`config.mk`:
```
export PLATFORM = sky130hd
export DESIGN_NAME = pot_scan_sched
export DESIGN_NICKNAME = d
export VERILOG_FILES = /design/src/rtl/eq_pkg.sv /design/src/rtl/pot_scan_sched.sv
export SDC_FILE = /design/constraint.sdc
export NUM_CORES = 1
export LEC_CHECK = 0
export CAP_MARGIN = 25
export CORE_MARGIN = 5
export CORE_UTILIZATION = 45
export DETAILED_ROUTE_END_ITERATION = 10
export GPL_ROUTABILITY_DRIVEN = 0
export PLACE_DENSITY = 0.74
export RECOVER_POWER = 100
export SYNTH_ARGS = -nofsm -noshare
export SYNTH_HDL_FRONTEND = slang
export SYNTH_SLANG_ARGS = --single-unit
```
`constraint.sdc`:
```
create_clock -name clk -period 6.3 [get_ports clk]
set_input_delay 1.575 -clock clk [delete_from_list [all_inputs] [get_ports clk]]
set_output_delay 1.575 -clock clk [all_outputs]
set_load 0.02 [all_outputs]
```
`src/rtl/eq_pkg.sv`:
```
// rtl/eq_pkg.sv - slot/state types, channel map and smoothing helper for pot_scan_sched
package eq_pkg;

  localparam int NUM_POTS = 6;

  typedef enum logic [2:0] {
    SLOT_LP  = 3'd0,
    SLOT_B1  = 3'd1,
    SLOT_B2  = 3'd2,
    SLOT_B3  = 3'd3,
    SLOT_HP  = 3'd4,
    SLOT_VOL = 3'd5
  } slot_e;

  typedef enum logic [2:0] {
    ST_GAP   = 3'd0,
    ST_START = 3'd1,
    ST_WAIT  = 3'd2,
    ST_STORE = 3'd3,
    ST_NEXT  = 3'd4
  } state_e;

  // ADC channel wired to each slot, indexed by slot_e
  localparam logic [2:0] POT_CHNL_MAP [NUM_POTS] = '{3'd1, 3'd0, 3'd4, 3'd2, 3'd3, 3'd7};

  function automatic logic [11:0] pot_smooth(input logic [11:0] old_val,
                                             input logic [11:0] new_val);
    logic [13:0] acc;
    acc = ({2'b00, old_val} * 14'd3) + {2'b00, new_val} + 14'd2;
    return acc[13:2];
  endfunction

endpackage

```
`src/rtl/pot_scan_sched.sv`:
```
// rtl/pot_scan_sched.sv - round-robin A2D scheduler for the six equalizer pots
// Optional IIR smoothing of stored results when POT_SMOOTH_EN is defined.
module pot_scan_sched
  import eq_pkg::*;
#(
  parameter int SCAN_GAP = 1024,
  parameter int TIMEOUT  = 4096,
  parameter int CNT_W    = 13
) (
  input  logic        clk,
  input  logic        rst,
  input  logic        en,
  output logic        a2d_strt,
  output logic [2:0]  a2d_chnl,
  input  logic        a2d_cmplt,
  input  logic [11:0] a2d_res,
  output logic [11:0] lp_pot,
  output logic [11:0] b1_pot,
  output logic [11:0] b2_pot,
  output logic [11:0] b3_pot,
  output logic [11:0] hp_pot,
  output logic [11:0] vol_pot,
  output logic        pots_vld,
  output logic        sweep_done,
  output logic        timeout_err
);

  localparam logic [CNT_W-1:0] GAP_MAX = CNT_W'(SCAN_GAP - 1);
  localparam logic [CNT_W-1:0] TO_MAX  = CNT_W'(TIMEOUT - 1);

  state_e             state_q, state_d;
  slot_e              slot_q, slot_d, slot_inc;
  logic [CNT_W-1:0]   cnt_q, cnt_d;
  logic               skip_q, skip_d;
  logic               strt_q, strt_d;
  logic [2:0]         chnl_q, chnl_d;
  logic               sweep_q, sweep_d;
  logic               tmo_q, tmo_d;
  logic [11:0]        res_q, res_d;
  logic [11:0]        pot_q [NUM_POTS];
  logic [NUM_POTS-1:0] written_q;
  logic               vld_q;
  logic [11:0]        store_val;

  assign slot_inc = slot_e'(slot_q + 3'd1);

  // skip_q lets a fresh reset or a mid-sweep park start on the first enabled cycle
  always_comb begin
    state_d = state_q;
    slot_d  = slot_q;
    cnt_d   = cnt_q;
    skip_d  = skip_q;
    strt_d  = 1'b0;
    chnl_d  = chnl_q;
    sweep_d = 1'b0;
    tmo_d   = tmo_q;
    res_d   = res_q;
    unique case (state_q)
      ST_GAP: begin
        if (cnt_q != GAP_MAX) cnt_d = cnt_q + 1'b1;
        if (en && (skip_q || cnt_q == GAP_MAX)) begin
          state_d = ST_START;
          cnt_d   = '0;
          skip_d  = 1'b0;
          strt_d  = 1'b1;
          chnl_d  = POT_CHNL_MAP[slot_q];
        end
      end
      ST_START: begin
        cnt_d   = '0;
        state_d = ST_WAIT;
      end
      ST_WAIT: begin
        if (a2d_cmplt) begin
          res_d   = a2d_res;
          state_d = ST_STORE;
        end else if (cnt_q == TO_MAX) begin
          tmo_d   = 1'b1;
          state_d = ST_NEXT;
          sweep_d = (slot_q == SLOT_VOL);
        end else begin
          cnt_d = cnt_q + 1'b1;
        end
      end
      ST_STORE: begin
        state_d = ST_NEXT;
        sweep_d = (slot_q == SLOT_VOL);
      end
      ST_NEXT: begin
        if (slot_q == SLOT_VOL) begin
          slot_d  = SLOT_LP;
          cnt_d   = '0;
          state_d = ST_GAP;
        end else begin
          slot_d = slot_inc;
          if (en) begin
            state_d = ST_START;
            cnt_d   = '0;
            strt_d  = 1'b1;
            chnl_d  = POT_CHNL_MAP[slot_inc];
          end else begin
            state_d = ST_GAP;
            skip_d  = 1'b1;
          end
        end
      end
      default: state_d = ST_GAP;
    endcase
  end

`ifdef POT_SMOOTH_EN
  assign store_val = written_q[slot_q] ? pot_smooth(pot_q[slot_q], res_q) : res_q;
`else
  assign store_val = res_q;
`endif

  always_ff @(posedge clk or posedge rst) begin
    if (rst) begin
      state_q   <= ST_GAP;
      slot_q    <= SLOT_LP;
      cnt_q     <= '0;
      skip_q    <= 1'b1;
      strt_q    <= 1'b0;
      chnl_q    <= POT_CHNL_MAP[SLOT_LP];
      sweep_q   <= 1'b0;
      tmo_q     <= 1'b0;
      res_q     <= '0;
      written_q <= '0;
      vld_q     <= 1'b0;
      for (int i = 0; i < NUM_POTS; i++) pot_q[i] <= '0;
    end else begin
      state_q <= state_d;
      slot_q  <= slot_d;
      cnt_q   <= cnt_d;
      skip_q  <= skip_d;
      strt_q  <= strt_d;
      chnl_q  <= chnl_d;
      sweep_q <= sweep_d;
      tmo_q   <= tmo_d;
      res_q   <= res_d;
      if (state_q == ST_STORE) begin
        pot_q[slot_q]     <= store_val;
        written_q[slot_q] <= 1'b1;
        vld_q             <= &(written_q | (6'b000001 << slot_q));
      end
    end
  end

  assign a2d_strt    = strt_q;
  assign a2d_chnl    = chnl_q;
  assign sweep_done  = sweep_q;
  assign timeout_err = tmo_q;
  assign pots_vld    = vld_q;
  assign lp_pot      = pot_q[SLOT_LP];
  assign b1_pot      = pot_q[SLOT_B1];
  assign b2_pot      = pot_q[SLOT_B2];
  assign b3_pot      = pot_q[SLOT_B3];
  assign hp_pot      = pot_q[SLOT_HP];
  assign vol_pot     = pot_q[SLOT_VOL];

endmodule

```
**Word level (Yosys, flattened, before mapping)**

Memory sizes are Yosys's and may differ from the RTL's.
Cells that the tools add are included.

- Flip-flop bits (word level): 117
- Latch bits: 0
- RAM bits: 0
- ROM bits: 48
- Word-level logic and storage cells: 101
- Memories: 2

Memory list:

| name | depth | width | rd ports | clocked after Yosys merged registers in | wr ports | RTL line | source |
|---|---|---|---|---|---|---|---|
| (no name shown) | 8 | 3 | 1 | 0 | 0 | pot_scan_sched.sv:100 | `chnl_d = POT_CHNL_MAP[slot_inc];` |
| (no name shown) | 8 | 3 | 1 | 0 | 0 | pot_scan_sched.sv:66 | `chnl_d = POT_CHNL_MAP[slot_q];` |

- Add/subtract/negate cells: 2
- Multiply operators: 0
- Divide/modulo/power cells: 0
- Order comparisons: 5
- Equality and inequality tests: 17
- Shift operators: 1
- Mux-type cells: 38
- Bitwise logic cells: 5
- Reduce and logical (&&, ||, !) cells: 14

Operator list:

| operator | count |
|---|---|
| 13-bit 2-to-1 mux | 6 |
| 72-bit bitwise mux | 1 |
| 13-bit case mux with 4 select lines | 1 |
| 12-bit demux with 3-bit select | 1 |
| 3-bit 2-to-1 mux | 11 |
| 3-bit case mux with 5 select lines | 1 |
| 13-bit by 1-bit adder with 13-bit output, second input constant | 1 |
| 13-bit by 10-bit == test with 1-bit output, second input constant | 1 |
| 13-bit by 12-bit == test with 1-bit output, second input constant | 1 |
| 13-bit by 10-bit inequality test with 1-bit output, second input constant | 1 |
| 12-bit 2-to-1 mux | 1 |
| 2-bit inequality test, second input constant | 6 |
| 6-bit bitwise OR | 2 |
| 1-bit 2-to-1 mux | 11 |
| 3-bit inequality test, second input constant | 3 |
| 4-bit >= comparator, second input constant | 2 |
| 3-bit NOT with 4-bit output | 2 |
| 4-bit AND reduction | 2 |
| 3-bit by 2-bit == test with 1-bit output, second input constant | 2 |
| 3-bit == test, second input constant | 2 |
| 1-bit case mux with 2 select lines | 3 |
| 3-bit case mux with 2 select lines | 1 |
| 6-bit AND reduction | 1 |
| 1-bit by 3-bit left shift with 6-bit output, first input constant | 1 |
| other kinds (15) | 18 |

**Depth between registers and ports, before layout**

Gate-level depths: netlist (run 1).

- Depth in word-level cells: 8
- Mapped depth: 8
- Mapped depth without buffers: 6

**Worst setup path before layout (run 1)**

No wires, ideal clock.

- Path type: input port to flip-flop
- Start: in en
- End: reg cnt_q[7]
- Library setup time: 133 ps
- Data arrival time: 2904 ps
- Setup slack: 3263 ps
- Stages: 7
- Path buffers: 2
- Cell sequence: clkbuf_1 nand4b_1 or4_1 a32o_1 buf_6 o211ai_1 o211ai_1

- Word-level cells in the longest chain between the ends: 3

RTL lines:

| what | RTL line | source |
|---|---|---|
| start, declared | pot_scan_sched.sv:12 | `input logic en,` |
| 1-bit logical AND | pot_scan_sched.sv:61 | `if (en && (skip_q \|\| cnt_q == GAP_MAX)) begin` |
| 3-bit inequality test (no line) / 13-bit 2-to-1 mux (equally long branches) | -- |  |
| 5-bit AND reduction (no line) / 13-bit case mux with 4 select lines (equally long branches) | -- |  |
| end signal, assigned | pot_scan_sched.sv:134 | `cnt_q <= cnt_d;` |
| end, declared | pot_scan_sched.sv:33 | `logic [CNT_W-1:0] cnt_q, cnt_d;` |

Parallel ways exist; a longest one is shown, timed or not.
A chain may end at the register's enable or synchronous reset.

==> results of run 1 <==
-- critical path: stages --
cell	delay, ns
sky130_fd_sc_hd__dlygate4sd3_1	0.55
sky130_fd_sc_hd__clkinvlp_2	1.56
sky130_fd_sc_hd__buf_4	0.76
-- through the flow --
stage                     hold WS [ns]  area (µm²)
after floorplan                 0.4103        4931
after global placement          0.4243        5977
after detailed placement        0.4312        5977
after CTS                       0.4451        6569
after global routing            0.4824        6553
final                           0.4469        6553
-- final cells by class --
| cell class | instances | area [µm²] |
|---|---|---|
| inverter | 10 | 38.79 |
| tap | 140 | 175.2 |
| multi-input combinational | 229 | 1861 |
| sequential | 117 | 2930 |
| clock inverter | 9 | 125.1 |
| fill | 859 | 4240 |
| timing repair buffer | 97 | 955.9 |
| clock buffer | 23 | 466.7 |
-- per-layer routing --
metal,global-route usage,wire (µm),up-vias,part of all wire
li1,-,-,1530,-
met1,0.2317,4797,1679,0.42
met2,0.2852,5311,101,0.47
met3,0.09884,1160,17,0.10
met4,0.06334,133,0,0.012
met5,0,0,-,0
-- registers in the layout, indices dropped and copies added, names as in the netlist, 3 cells and up --
name	count
cnt_q	13
b1_pot	12
b2_pot	12
b3_pot	12
hp_pot	12
lp_pot	12
res_q	12
vol_pot	12
written_q	6
a2d_chnl	3
slot_q	3
state_q	3
-- logic make-up (layout without fill, tap and decap cells) --
| logic type | after synthesis | count (layout) | share of synthesized area |
|---|---|---|---|
| AOI/OAI and AO/OA | 47 | 47 | 0.06724 |
| xor gates and xnor gates | 1 | 1 | 0.001777 |
| adders and majority gates | 3 | 3 | 0.007613 |
| buffers and inverters | 30 | 139 | 0.02791 |
| DFF | 117 | 117 | 0.5943 |
| muxes | 90 | 90 | 0.2076 |
| and+or+nand+nor | 88 | 88 | 0.09363 |
-- how the worst max path moves through the flow --
stage | from | endpoint | slack (ns) | cells after the start
6_report | rst | written_q[2] | 2.36 | 3
5_1_grt | rst | written_q[2] | 1.86 | 3
4_1_cts | en | cnt_q[6] | 3.02 | 6
3_5_place_dp | en | cnt_q[7] | 2.51 | 6
3_3_place_gp | en | cnt_q[11] | 2.60 | 6
2_1_floorplan | rst | a2d_chnl[1] | 1.63 | 1
-- cell usage after synthesis (2+ instances only) --
cell                       number  area, µm²
sky130_fd_sc_hd__buf_6          2      22.52
sky130_fd_sc_hd__a21oi_1       10      50.05
sky130_fd_sc_hd__nor2_1        14      52.55
sky130_fd_sc_hd__or4_1          4      30.03
sky130_fd_sc_hd__nand4_1        3      18.77
sky130_fd_sc_hd__mux2_2        88      991.0
sky130_fd_sc_hd__a22oi_2        4      50.05
sky130_fd_sc_hd__nor2b_1        4      25.02
sky130_fd_sc_hd__nand3_1        9      45.04
sky130_fd_sc_hd__nand3b_1       2      15.01
sky130_fd_sc_hd__and2_1         4      25.02
sky130_fd_sc_hd__a21oi_2        2      17.52
sky130_fd_sc_hd__nor3_1         3      15.01
sky130_fd_sc_hd__or3_1          6      37.54
sky130_fd_sc_hd__o211ai_1       4      30.03
sky130_fd_sc_hd__buf_1          4      15.01
sky130_fd_sc_hd__inv_1         10      37.54
sky130_fd_sc_hd__o21ai_0        9      45.04
sky130_fd_sc_hd__o31ai_1        3      22.52
sky130_fd_sc_hd__and3_1         2      12.51
sky130_fd_sc_hd__dfstp_2        2      52.55
sky130_fd_sc_hd__o22ai_1        3      18.77
sky130_fd_sc_hd__o21a_1         2      15.01
sky130_fd_sc_hd__a31o_2         3      26.28
sky130_fd_sc_hd__ha_1           3      37.54
sky130_fd_sc_hd__dfrtp_1      115       2878
sky130_fd_sc_hd__or2_2          3      18.77
sky130_fd_sc_hd__buf_2          5      25.02
sky130_fd_sc_hd__nand2_1       22      82.58
sky130_fd_sc_hd__nand2b_1       5      31.28
sky130_fd_sc_hd__nor4_1         3      18.77
sky130_fd_sc_hd__clkbuf_1       8      30.03
-- power by group through the flow --
stage | clock network [mW] | registers, mW | logic (mW)
after floorplan | 0 | 0.765 | 0.0127
after global placement | 0 | 0.765 | 0.0266
after detailed placement | 0 | 0.765 | 0.0271
after CTS | 0.971 | 0.752 | 0.0273
after global routing | 1.01 | 0.752 | 0.0293
final | 0.956 | 0.752 | 0.0254
==> impl_results.html, run 1 <==
<table>
<tr><th>Metric</th><th>Value</th></tr>
<tr><th colspan="2">Final layout</th></tr>
<tr><td>Final cell utilization of the core</td><td>0.6071</td></tr>
<tr><td>Area Growth Syn to Fin</td><td>32.88%</td></tr>
<tr><td>Net count of the finished layout</td><td>491</td></tr>
<tr><td>Share of layout cells above drive strength 1</td><td>0.2742</td></tr>
<tr><td>Leading cell type in the layout, fill and taps excluded</td><td>sky130_fd_sc_hd__dfrtp_1</td></tr>
<tr><td>Antenna cells</td><td>0</td></tr>
<tr><td>Final Instance Count excl. Fillers</td><td>625</td></tr>
<tr><td>Commonest cells after routing, fill and taps aside</td><td>sky130_fd_sc_hd__dfrtp_1 (115), sky130_fd_sc_hd__mux2_2 (87), sky130_fd_sc_hd__dlygate4sd3_1 (82), sky130_fd_sc_hd__nand2_1 (22), sky130_fd_sc_hd__clkbuf_16 (16)</td></tr>
<tr><th colspan="2">Global route</th></tr>
<tr><td>Overall Global Routing Usage</td><td>0.1884</td></tr>
<tr><td>Pin count of the biggest net entering global routing</td><td>66</td></tr>
<tr><td>Number of global-route vias before repair</td><td>3637</td></tr>
<tr><td>Wire length of the first global-routing pass</td><td>19.15 mm</td></tr>
<tr><td>Congestion Overflow GR</td><td>0</td></tr>
<tr><td>Antenna violations before repair</td><td>0</td></tr>
<tr><th colspan="2">Critical path</th></tr>
<tr><td>Maximum fanout count along the critical path</td><td>65</td></tr>
<tr><td>Reg-to-reg slack, setup</td><td>3.40 ns</td></tr>
<tr><td>Type of element launching the critical path</td><td>input port</td></tr>
<tr><td>Required time of the worst setup path</td><td>6.88 ns</td></tr>
<tr><td>Startpoint of the worst-slack reg-to-reg timing path</td><td>state_q[2]</td></tr>
<tr><td>Cell depth of the worst flop-to-flop path</td><td>4</td></tr>
<tr><td>Crit Path Category</td><td>in -&gt; async</td></tr>
<tr><td>Reg-to-reg endpoint</td><td>b3_pot[11]</td></tr>
<tr><td>Crit path DAT</td><td>4.53 ns</td></tr>
<tr><td>Crit. End Element</td><td>async pin</td></tr>
<tr><th colspan="2">Die</th></tr>
<tr><td>Core outline area</td><td>10790 µm²</td></tr>
<tr><td>Die area</td><td>13150 µm²</td></tr>
<tr><td>Effective utilization at floorplan</td><td>0.4569</td></tr>
<tr><td>Die span in y</td><td>114.7 µm</td></tr>
<tr><td>Die X</td><td>114.7 µm</td></tr>
<tr><td>Number of top-level pins</td><td>95</td></tr>
<tr><td>Row Count</td><td>38</td></tr>
<tr><th colspan="2">Timing</th></tr>
<tr><td>Setup violations, final</td><td>0</td></tr>
<tr><td>Top achievable clock speed</td><td>0.2536 GHz</td></tr>
<tr><td>Unrepaired setup endpoints after global routing</td><td>false</td></tr>
<tr><td>Tcrit/Tclk final</td><td>0.6259</td></tr>
<tr><td>Transition time at the pin with the least slew margin</td><td>2.772 ns</td></tr>
<tr><td>Count of pins over their slew limit</td><td>66</td></tr>
<tr><td>Final min period</td><td>3.943 ns</td></tr>
<tr><td>Final worst clock skew</td><td>0.007682 ns</td></tr>
<tr><td>Setup WS post-layout</td><td>2.357 ns</td></tr>
<tr><td>Total Neg Setup Slack</td><td>0 ns</td></tr>
<tr><td>Worst slew margin</td><td>-0.8582</td></tr>
<tr><td>Endpoints failing hold</td><td>0</td></tr>
<tr><th colspan="2">Clock tree</th></tr>
<tr><td>H-tree Lvls</td><td>4</td></tr>
<tr><td>CTS hold repair buffers</td><td>0</td></tr>
<tr><td>Clock latency on the worst-skew pair</td><td>0.51 ns</td></tr>
<tr><td>Clk root buf</td><td>sky130_fd_sc_hd__clkbuf_8</td></tr>
<tr><td>Setup bufs post-CTS</td><td>0</td></tr>
<tr><td>Number of buffers added by the clock tree synthesis step</td><td>17</td></tr>
<tr><td>Number of buffers between clock root and the deepest sink</td><td>2</td></tr>
<tr><td>CTS Sinks</td><td>117</td></tr>
<tr><td>TritonCTS clock tree</td><td>built</td></tr>
<tr><td>Clock-pin slew on the worst setup and hold paths</td><td>0.05 ns</td></tr>
<tr><td>Number of instances resized during post-cts repair</td><td>0</td></tr>
<tr><th colspan="2">Drt</th></tr>
<tr><td>DR DRC count</td><td>0</td></tr>
<tr><td>Number of vias per cell</td><td>5.323</td></tr>
<tr><td>DRT Wirelength</td><td>11.40 mm</td></tr>
<tr><td>Average wire per cell in the routed design</td><td>18.24 µm</td></tr>
<tr><td>Total via count in the routed design</td><td>3327</td></tr>
<tr><td>First-pass iteration count of the detailed router</td><td>4</td></tr>
<tr><td>Detail Route Antenna Nets</td><td>0</td></tr>
<tr><td>Iteration-0 DRC count of the detailed router</td><td>91</td></tr>
<tr><th colspan="2">Yosys</th></tr>
<tr><td>Sequential-to-total area share from yosys stat</td><td>0.5943</td></tr>
<tr><td>Synth Cell Area</td><td>4931 µm²</td></tr>
<tr><td>Count of yosys warnings during synthesis</td><td>0</td></tr>
<tr><td>Post-synth cell types</td><td>47</td></tr>
<tr><td>Main synth FF type</td><td>sky130_fd_sc_hd__dfrtp_1</td></tr>
<tr><td>Count of state elements after synthesis</td><td>117</td></tr>
<tr><td>Mean cell area of the mapped netlist</td><td>13.11 µm²</td></tr>
<tr><td>Number of flops mapped to enable cells by yosys</td><td>0</td></tr>
<tr><td>Instance count of the mapped netlist</td><td>376</td></tr>
<tr><td>Fraction of synthesis flops using an asynchronous set or reset pin</td><td>1.000</td></tr>
<tr><td>Post-Syn Nets</td><td>395</td></tr>
<tr><th colspan="2">Hold path</th></tr>
<tr><td>Worst hold stages</td><td>2</td></tr>
<tr><td>Worst hold-check path type</td><td>reg -&gt; reg</td></tr>
<tr><td>Critical hold path startpoint</td><td>written_q[0]</td></tr>
<tr><td>End point of the most critical hold path</td><td>written_q[0]</td></tr>
<tr><th colspan="2">Outcome</th></tr>
<tr><td>Outcome</td><td>complete, but fails checks</td></tr>
<tr><td>Failing checks</td><td>max-capacitance violations, max-slew violations</td></tr>
<tr><th colspan="2">Placement</th></tr>
<tr><td>DP Wirelength</td><td>7.613 mm</td></tr>
<tr><td>Cell Count Post-Placement</td><td>593</td></tr>
<tr><td>Number of port buffers</td><td>94</td></tr>
<tr><td>Place WS</td><td>2.507 ns</td></tr>
<tr><th colspan="2">Pwr</th></tr>
<tr><td>Final Total Pwr</td><td>1.734 mW</td></tr>
<tr><td>Net switching component of the power</td><td>341.8 µW</td></tr>
<tr><td>Switching Fraction</td><td>0.1971</td></tr>
<tr><td>VDD IR-drop max</td><td>0.1486 mV</td></tr>
<tr><td>Clock share of power</td><td>0.551</td></tr>
<tr><td>Power density normalized to cell area</td><td>264.6 nW/µm²</td></tr>
<tr><td>Share of power burned in combinational logic</td><td>0.015</td></tr>
<tr><td>Pleak</td><td>3.324 nW</td></tr>
<tr><td>Cell Int Power</td><td>1.392 mW</td></tr>
<tr><td>Part of the power in registers</td><td>0.434</td></tr>
<tr><th colspan="2">Run</th></tr>
<tr><td>Reported max-cap violation count</td><td>1</td></tr>
</table>
(Power assumes the default switching activity.)
==> run 2: changes to the inputs <==
PLACE_DENSITY = 0.77   (was 0.74)
clock period = 3.3 ns   (was 6.3 ns; I/O delays follow)
==> run 2 against run 1 <==
  * The flow still finishes with violations (max-capacitance violations, max-slew violations)
  * Hold slack worse by 0.0080 ns
  * Register-to-register slack lost 2.8 ns
  * Flip-flop and latch count is the same
  * Core utilization shrank 0.16 points
  * Critical endpoint is now cnt_q[2]
  * Largest power group unchanged
==> impl_results.html, run 2 (synthesis gave the netlist of run 1 again) <==
<table>
<tr><th>Metric</th><th>Value</th></tr>
<tr><th colspan="2">Outcome</th></tr>
<tr><td>Outcome</td><td>complete, but fails checks (unchanged)</td></tr>
<tr><td>Failing checks</td><td>max-capacitance violations, max-slew violations (unchanged)</td></tr>
<tr><th colspan="2">Timing</th></tr>
<tr><td>Count of pins over their slew limit</td><td>118 (was 66)</td></tr>
<tr><td>Total Neg Setup Slack</td><td>0 ns (unchanged)</td></tr>
<tr><td>Final min period</td><td>2.806 ns</td></tr>
<tr><td>Smallest hold slack</td><td>0.4389 ns (was 0.4469 ns)</td></tr>
<tr><td>Final worst clock skew</td><td>0.004881 ns (was 0.007682 ns)</td></tr>
<tr><td>Endpoints failing hold</td><td>0 (unchanged)</td></tr>
<tr><td>Setup violations, final</td><td>0 (unchanged)</td></tr>
<tr><td>Transition time at the pin with the least slew margin</td><td>1.555 ns (was 2.772 ns)</td></tr>
<tr><td>Setup WS post-layout</td><td>0.4940 ns (was 2.357 ns)</td></tr>
<tr><td>Worst slew margin</td><td>-0.03657 (was -0.8582)</td></tr>
<tr><td>Top achievable clock speed</td><td>0.3564 GHz</td></tr>
<tr><td>Tcrit/Tclk final</td><td>0.8503</td></tr>
<tr><td>Unrepaired setup endpoints after global routing</td><td>false (unchanged)</td></tr>
<tr><th colspan="2">Placement</th></tr>
<tr><td>Place WS</td><td>0.2679 ns (was 2.507 ns)</td></tr>
<tr><td>DP Wirelength</td><td>7.504 mm (was 7.613 mm)</td></tr>
<tr><td>Number of port buffers</td><td>94 (unchanged)</td></tr>
<tr><th colspan="2">Die</th></tr>
<tr><td>Die area</td><td>13150 µm² (unchanged)</td></tr>
<tr><td>Core outline area</td><td>10790 µm² (unchanged)</td></tr>
<tr><td>Effective utilization at floorplan</td><td>0.4569 (unchanged)</td></tr>
<tr><td>Die X</td><td>114.7 µm (unchanged)</td></tr>
<tr><td>Die span in y</td><td>114.7 µm (unchanged)</td></tr>
<tr><td>Number of top-level pins</td><td>95 (unchanged)</td></tr>
<tr><td>Row Count</td><td>38 (unchanged)</td></tr>
<tr><th colspan="2">Clock tree</th></tr>
<tr><td>Number of buffers between clock root and the deepest sink</td><td>2 (unchanged)</td></tr>
<tr><td>Setup bufs post-CTS</td><td>0 (unchanged)</td></tr>
<tr><td>Number of buffers added by the clock tree synthesis step</td><td>17 (unchanged)</td></tr>
<tr><td>Clock latency on the worst-skew pair</td><td>0.51 ns (about the same)</td></tr>
<tr><td>CTS Sinks</td><td>117 (unchanged)</td></tr>
<tr><td>Clock-pin slew on the worst setup and hold paths</td><td>0.05 ns (about the same)</td></tr>
<tr><td>CTS hold repair buffers</td><td>0 (unchanged)</td></tr>
<tr><td>H-tree Lvls</td><td>4 (unchanged)</td></tr>
<tr><td>TritonCTS clock tree</td><td>built (unchanged)</td></tr>
<tr><td>Clk root buf</td><td>sky130_fd_sc_hd__clkbuf_8 (unchanged)</td></tr>
<tr><td>Number of instances resized during post-cts repair</td><td>0 (unchanged)</td></tr>
<tr><th colspan="2">Critical path</th></tr>
<tr><td>Reg-to-reg endpoint</td><td>b3_pot[0] (was b3_pot[11])</td></tr>
<tr><td>Critical path's largest stage delay</td><td>0.71 ns (was 1.56 ns)</td></tr>
<tr><td>Startpoint of the worst-slack reg-to-reg timing path</td><td>state_q[2] (unchanged)</td></tr>
<tr><td>Slowest stage cell, crit path</td><td>sky130_fd_sc_hd__dlygate4sd3_1 (was sky130_fd_sc_hd__clkinvlp_2)</td></tr>
<tr><td>Cell family with most CP delay</td><td>simple AND/OR/NAND/NOR gates (was buffers and inverters)</td></tr>
<tr><td>Maximum fanout count along the critical path</td><td>13 (was 65)</td></tr>
<tr><td>Crit. End Element</td><td>flop (was async pin)</td></tr>
<tr><td>Type of element launching the critical path</td><td>input port (unchanged)</td></tr>
<tr><td>Required time of the worst setup path</td><td>3.66 ns (was 6.88 ns)</td></tr>
<tr><td>Reg-to-reg slack, setup</td><td>0.64 ns (was 3.40 ns)</td></tr>
<tr><td>Cells along the critical path</td><td>dlygate4sd3_1 -&gt; nand4b_1 -&gt; or4_1 -&gt; a32o_1 -&gt; nand2b_1 -&gt; o311ai_0 (was dlygate4sd3_1 -&gt; clkinvlp_2 -&gt; buf_4)</td></tr>
<tr><td>Crit path DAT</td><td>3.17 ns (was 4.53 ns)</td></tr>
<tr><td>Cell depth of the worst flop-to-flop path</td><td>4 (unchanged)</td></tr>
<tr><td>Number of buffers and inverters on the critical path</td><td>1 (was 3)</td></tr>
<tr><td>Crit Path Category</td><td>in -&gt; reg (was in -&gt; async)</td></tr>
<tr><th colspan="2">Pwr</th></tr>
<tr><td>Power density normalized to cell area</td><td>494.2 nW/µm² (was 264.6 nW/µm²)</td></tr>
<tr><td>Part of the power in registers</td><td>0.445 (was 0.434)</td></tr>
<tr><td>Net switching component of the power</td><td>646.3 µW (was 341.8 µW)</td></tr>
<tr><td>Pleak</td><td>3.307 nW (was 3.324 nW)</td></tr>
<tr><td>VDD IR-drop max</td><td>0.4058 mV (was 0.1486 mV)</td></tr>
<tr><td>Final Total Pwr</td><td>3.230 mW (was 1.734 mW)</td></tr>
<tr><td>Share of power burned in combinational logic</td><td>0.016 (was 0.015)</td></tr>
<tr><td>Clock share of power</td><td>0.540 (was 0.551)</td></tr>
<tr><td>Cell Int Power</td><td>2.584 mW (was 1.392 mW)</td></tr>
<tr><td>Switching Fraction</td><td>0.2001 (was 0.1971)</td></tr>
<tr><th colspan="2">Hold path</th></tr>
<tr><td>End point of the most critical hold path</td><td>written_q[0] (unchanged)</td></tr>
<tr><td>Worst hold stages</td><td>2 (unchanged)</td></tr>
<tr><td>Critical hold path startpoint</td><td>written_q[0] (unchanged)</td></tr>
<tr><td>Worst hold-check path type</td><td>reg -&gt; reg (unchanged)</td></tr>
<tr><th colspan="2">Global route</th></tr>
<tr><td>Overall Global Routing Usage</td><td>0.1874 (was 0.1884)</td></tr>
<tr><td>Antenna violations before repair</td><td>0 (unchanged)</td></tr>
<tr><td>Number of global-route vias before repair</td><td>3537 (was 3637)</td></tr>
<tr><td>Wire length of the first global-routing pass</td><td>18.64 mm (was 19.15 mm)</td></tr>
<tr><td>Congestion Overflow GR</td><td>0 (unchanged)</td></tr>
<tr><td>Pin count of the biggest net entering global routing</td><td>118 (was 66)</td></tr>
<tr><th colspan="2">Final layout</th></tr>
<tr><td>Net count of the finished layout</td><td>492 (was 491)</td></tr>
<tr><td>Multi-input gate area</td><td>1861 µm² (unchanged)</td></tr>
<tr><td>Filler instances</td><td>879 (was 859)</td></tr>
<tr><td>Area Growth Syn to Fin</td><td>32.53% (was 32.88%)</td></tr>
<tr><td>Antenna cells</td><td>0 (unchanged)</td></tr>
<tr><td>Share of layout cells above drive strength 1</td><td>0.2722 (was 0.2742)</td></tr>
<tr><td>Storage element area</td><td>2930 µm² (unchanged)</td></tr>
<tr><td>Largest register FFs</td><td>13 (unchanged)</td></tr>
<tr><td>Largest reg by FF count</td><td>cnt_q (unchanged)</td></tr>
<tr><td>Leading cell type in the layout, fill and taps excluded</td><td>sky130_fd_sc_hd__dfrtp_1 (unchanged)</td></tr>
<tr><td>Commonest cells after routing, fill and taps aside</td><td>sky130_fd_sc_hd__dfrtp_1 (115), sky130_fd_sc_hd__mux2_2 (88), sky130_fd_sc_hd__dlygate4sd3_1 (81), sky130_fd_sc_hd__nand2_1 (22), sky130_fd_sc_hd__clkbuf_16 (16) (was sky130_fd_sc_hd__dfrtp_1 (115), sky130_fd_sc_hd__mux2_2 (87), sky130_fd_sc_hd__dlygate4sd3_1 (82), sky130_fd_sc_hd__nand2_1 (22), sky130_fd_sc_hd__clkbuf_16 (16))</td></tr>
<tr><th colspan="2">Drt</th></tr>
<tr><td>Iteration-0 DRC count of the detailed router</td><td>246 (was 91)</td></tr>
<tr><td>DR DRC count</td><td>0 (unchanged)</td></tr>
<tr><td>First-pass iteration count of the detailed router</td><td>7 (was 4)</td></tr>
<tr><td>Detail Route Antenna Nets</td><td>0 (unchanged)</td></tr>
<tr><td>Average wire per cell in the routed design</td><td>18.04 µm (was 18.24 µm)</td></tr>
<tr><td>Total via count in the routed design</td><td>3339 (was 3327)</td></tr>
<tr><td>DRT Wirelength</td><td>11.28 mm (was 11.40 mm)</td></tr>
<tr><td>Number of vias per cell</td><td>5.342 (was 5.323)</td></tr>
<tr><th colspan="2">Run</th></tr>
<tr><td>Reported max-cap violation count</td><td>1 (unchanged)</td></tr>
</table>
==> run 2: per-layer routing <==
metal | global-route usage | share of wire
met1 | 0.2206 | 0.41
met2 | 0.2930 | 0.49
met3 | 0.09831 | 0.086
met4 | 0.06730 | 0.0096
met5 | 0 | 0
==> run 2: power groups by stage <==
| stage | registers (mW) | clock network (mW) | logic [mW] |
|---|---|---|---|
| after floorplan | 1.46 | 0 | 0.0245 |
| after global placement | 1.46 | 0 | 0.0536 |
| after detailed placement | 1.46 | 0 | 0.0546 |
| after CTS | 1.44 | 1.78 | 0.0548 |
| after global routing | 1.44 | 1.86 | 0.0574 |
| final | 1.44 | 1.74 | 0.0501 |
==> run 2: how the worst max path moves through the flow <==
| stage | cells past startpoint | start | to | slack, ns |
|---|---|---|---|---|
| 2_1_floorplan | 7 | en | cnt_q[7] | 1.01 |
| 3_3_place_gp | 6 | en | cnt_q[7] | 0.35 |
| 3_5_place_dp | 6 | en | cnt_q[7] | 0.27 |
| 4_1_cts | 1 | a2d_chnl[0] | a2d_chnl[0] | 0.80 |
| 5_1_grt | 4 | state_q[2] | b3_pot[0] | 0.36 |
| 6_report | 6 | en | cnt_q[2] | 0.49 |
==> run 2: worst min-delay path, stage by stage (launching register included) <==
cell	delay [ns]
sky130_fd_sc_hd__dfrtp_1	0.32
sky130_fd_sc_hd__a21oi_1	0.05
sky130_fd_sc_hd__inv_1	0.04
==> run 2: layout make-up <==
type / instances / area share
flip-flops and latches: 117 / 0.4484
multi-input cells: 229 / 0.2847
repair buffers: 98 / 0.1469
clock buffers: 24 / 0.07199
well taps: 140 / 0.02680
clock inverters: 7 / 0.01493
inverters: 10 / 0.006318
==> run 2: stage by stage <==
stage,cell area [µm²],utilization,std cells
finish,6535,0.6055,625
global route,6535,0.6055,625
CTS,6566,0.6084,625
detailed placement,5998,0.5558,594
global placement,5998,0.5558,594
floorplan,4935,-,376
==> edit, RTL diff (config.mk and constraints of run 1) <==
Set the parameter `CNT_W` to 17 (it was 13).
--- a/src/rtl/pot_scan_sched.sv
+++ b/src/rtl/pot_scan_sched.sv
@@ -5,7 +5,7 @@
 #(
   parameter int SCAN_GAP = 1024,
   parameter int TIMEOUT  = 4096,
-  parameter int CNT_W    = 13
+  parameter int CNT_W    = 17
 ) (
   input  logic        clk,
   input  logic        rst,
Formal check against the unedited RTL: same outputs for any inputs over 10 cycles, from zero or initial values and one cycle with rst high; that may be too few to reach the edited logic, so the function may still have changed.
==> edit against run 1 <==
- the flow still finishes with violations (capacitance limit, slew limit)
- synthesized cell count grew 5.3%
- maximum frequency shrank 8.2%
- clock skew is essentially flat
- sequential cell count grew 4
- worst setup slack lost 0.35 ns
- cell count grew 4.5%
- critical path depth is the same
- design area grew 2.4%
- area after synthesis grew 3.7%
- routed wire length grew 4.7%
- core utilization shrank 1.2 points
- critical path type unchanged
- critical endpoint is now res_q[10]
- largest cell class unchanged
Power is not compared: it rests on default switching activity, and its combinational part moved more than twofold at a synthesized area within 25%.
==> edit: results (changes against run 1) <==
| Metric | Value |
|---|---|
| Distinct cells, synth | `45 (-4.3%)` |
| Global-route wire length before repair | `19400 um (+1.3%)` |
| Number of flip-flops in the largest register | `17 (+4)` |
| Pins over their slew limit | `77 (+17%)` |
| GR Util All Layers | `0.187 (-0.000933)` |
| Detailed placement HPWL | `8050 um (+5.7%)` |
| First DRT Iteration DRCs | `281 (+210%)` |
| Register area share after synthesis | `0.593 (-0.00136)` |
| Worst Skew | `0.00814 ns (+0.000457 ns)` |
| Failing checks | `capacitance limit, slew limit` |
| Post-CTS sizing | `0 (unchanged)` |
| Filler Cells Inserted | `934 (+8.7%)` |
| Largest net degree at the start of global routing | `77 (+17%)` |
| MaxCap Viol Count | `1 (unchanged)` |
| Int Power | `2.20 mW` |
| Status | `finished, violations left` |
| Synth area leaders | `dfrtp_1, mux2_2, nand2_1` |
| Critical Path Fanout Max | `76 (+17%)` |
| Cts bufs inserted | `17 (unchanged)` |
| Worst slew margin | `-1.21 (-0.350)` |
| Worst EP arrival | `4.79 ns (+0.26 ns)` |
| Worst skew pair latency | `0.41 ns (-0.10 ns)` |
| Pre-CTS WS | `2.33 ns (-0.180 ns)` |
| Vias/cell | `5.45 (+2.5%)` |
| Commonest cells in the netlist | `dfrtp_1, mux2_2, nand2_1, nor2_1, nand3_1` |
| Root Buffer | `clkbuf_16` |
| Highest cell delay on the worst timing path | `1.85 ns (+0.29 ns)` |
| Share of cells above drive strength 1 | `0.255 (-0.0193)` |
| Nets@finish | `516 (+5.1%)` |
| Avg WL per Cell | `18.3 um (+0.23%)` |
edit: power by group through the flow:
stage	registers [mW]	logic, mW	clock network, mW
floorplan	1.52	0.595	0
global placement	1.33	1.33	0
detailed placement	1.35	1.37	0
CTS	1.34	1.38	0.881
global route	1.38	1.38	0.924
finish	1.33	1.27	0.866
edit: area by class of cell:
| cell class | count | area (sq um) | area share |
|---|---|---|---|
| Clock buffer | 18 | 439 | 0.0655 |
| Clock inverter | 14 | 103 | 0.0153 |
| Inverter | 6 | 23.8 | 0.00354 |
| Multi-Input combinational cell | 253 | 1970 | 0.294 |
| Sequential cell | 121 | 3030 | 0.452 |
| Tap cell | 143 | 179 | 0.0267 |
| Timing Repair Buffer | 98 | 960 | 0.143 |
edit: layer usage:
metal / track usage / vias up / share of wire / wire length [um]
met3: 0.0539 / 10 / 0.056 / 665
met2: 0.311 / 104 / 0.52 / 6210
li1: - / 1644 / - / -
met1: 0.235 / 1804 / 0.41 / 4930
met5: 0 / - / 0 / 0
met4: 0.0680 / 0 / 0.011 / 128
edit: path summary, 6_finish.rpt:
check	cells after the start	end	slack (ns)	from
max in group clk	6	cnt_q[3]	2.65	en
min in group asynchronous	2	b1_pot[0]	2.58	rst
min	1	timeout_err	0.46	timeout_err
min reg2reg	1	timeout_err	0.46	timeout_err
max reg2reg	6	a2d_chnl[2]	3.68	cnt_q[0]
max	3	res_q[10]	2.01	rst
edit: kinds of logic after synthesis:
kind of cell | count (synthesis) | share of synthesized area
AOI/OAI and AO/OA | 46 | 0.0678
xor gates and xnor gates | 1 | 0.00171
adders and majority gates | 3 | 0.00734
buffers and inverters | 22 | 0.0184
DFF | 121 | 0.593
muxes | 90 | 0.198
and+or+nand+nor | 113 | 0.114
edit: through the flow:
stage           util  instance area (sq um)  std cells
4_1_cts        0.599                   6750        653
6_report       0.595                   6710        653
2_1_floorplan      -                   5110        396
3_5_place_dp   0.550                   6200        621
3_3_place_gp   0.549                   6190        620
5_1_grt        0.595                   6710        653
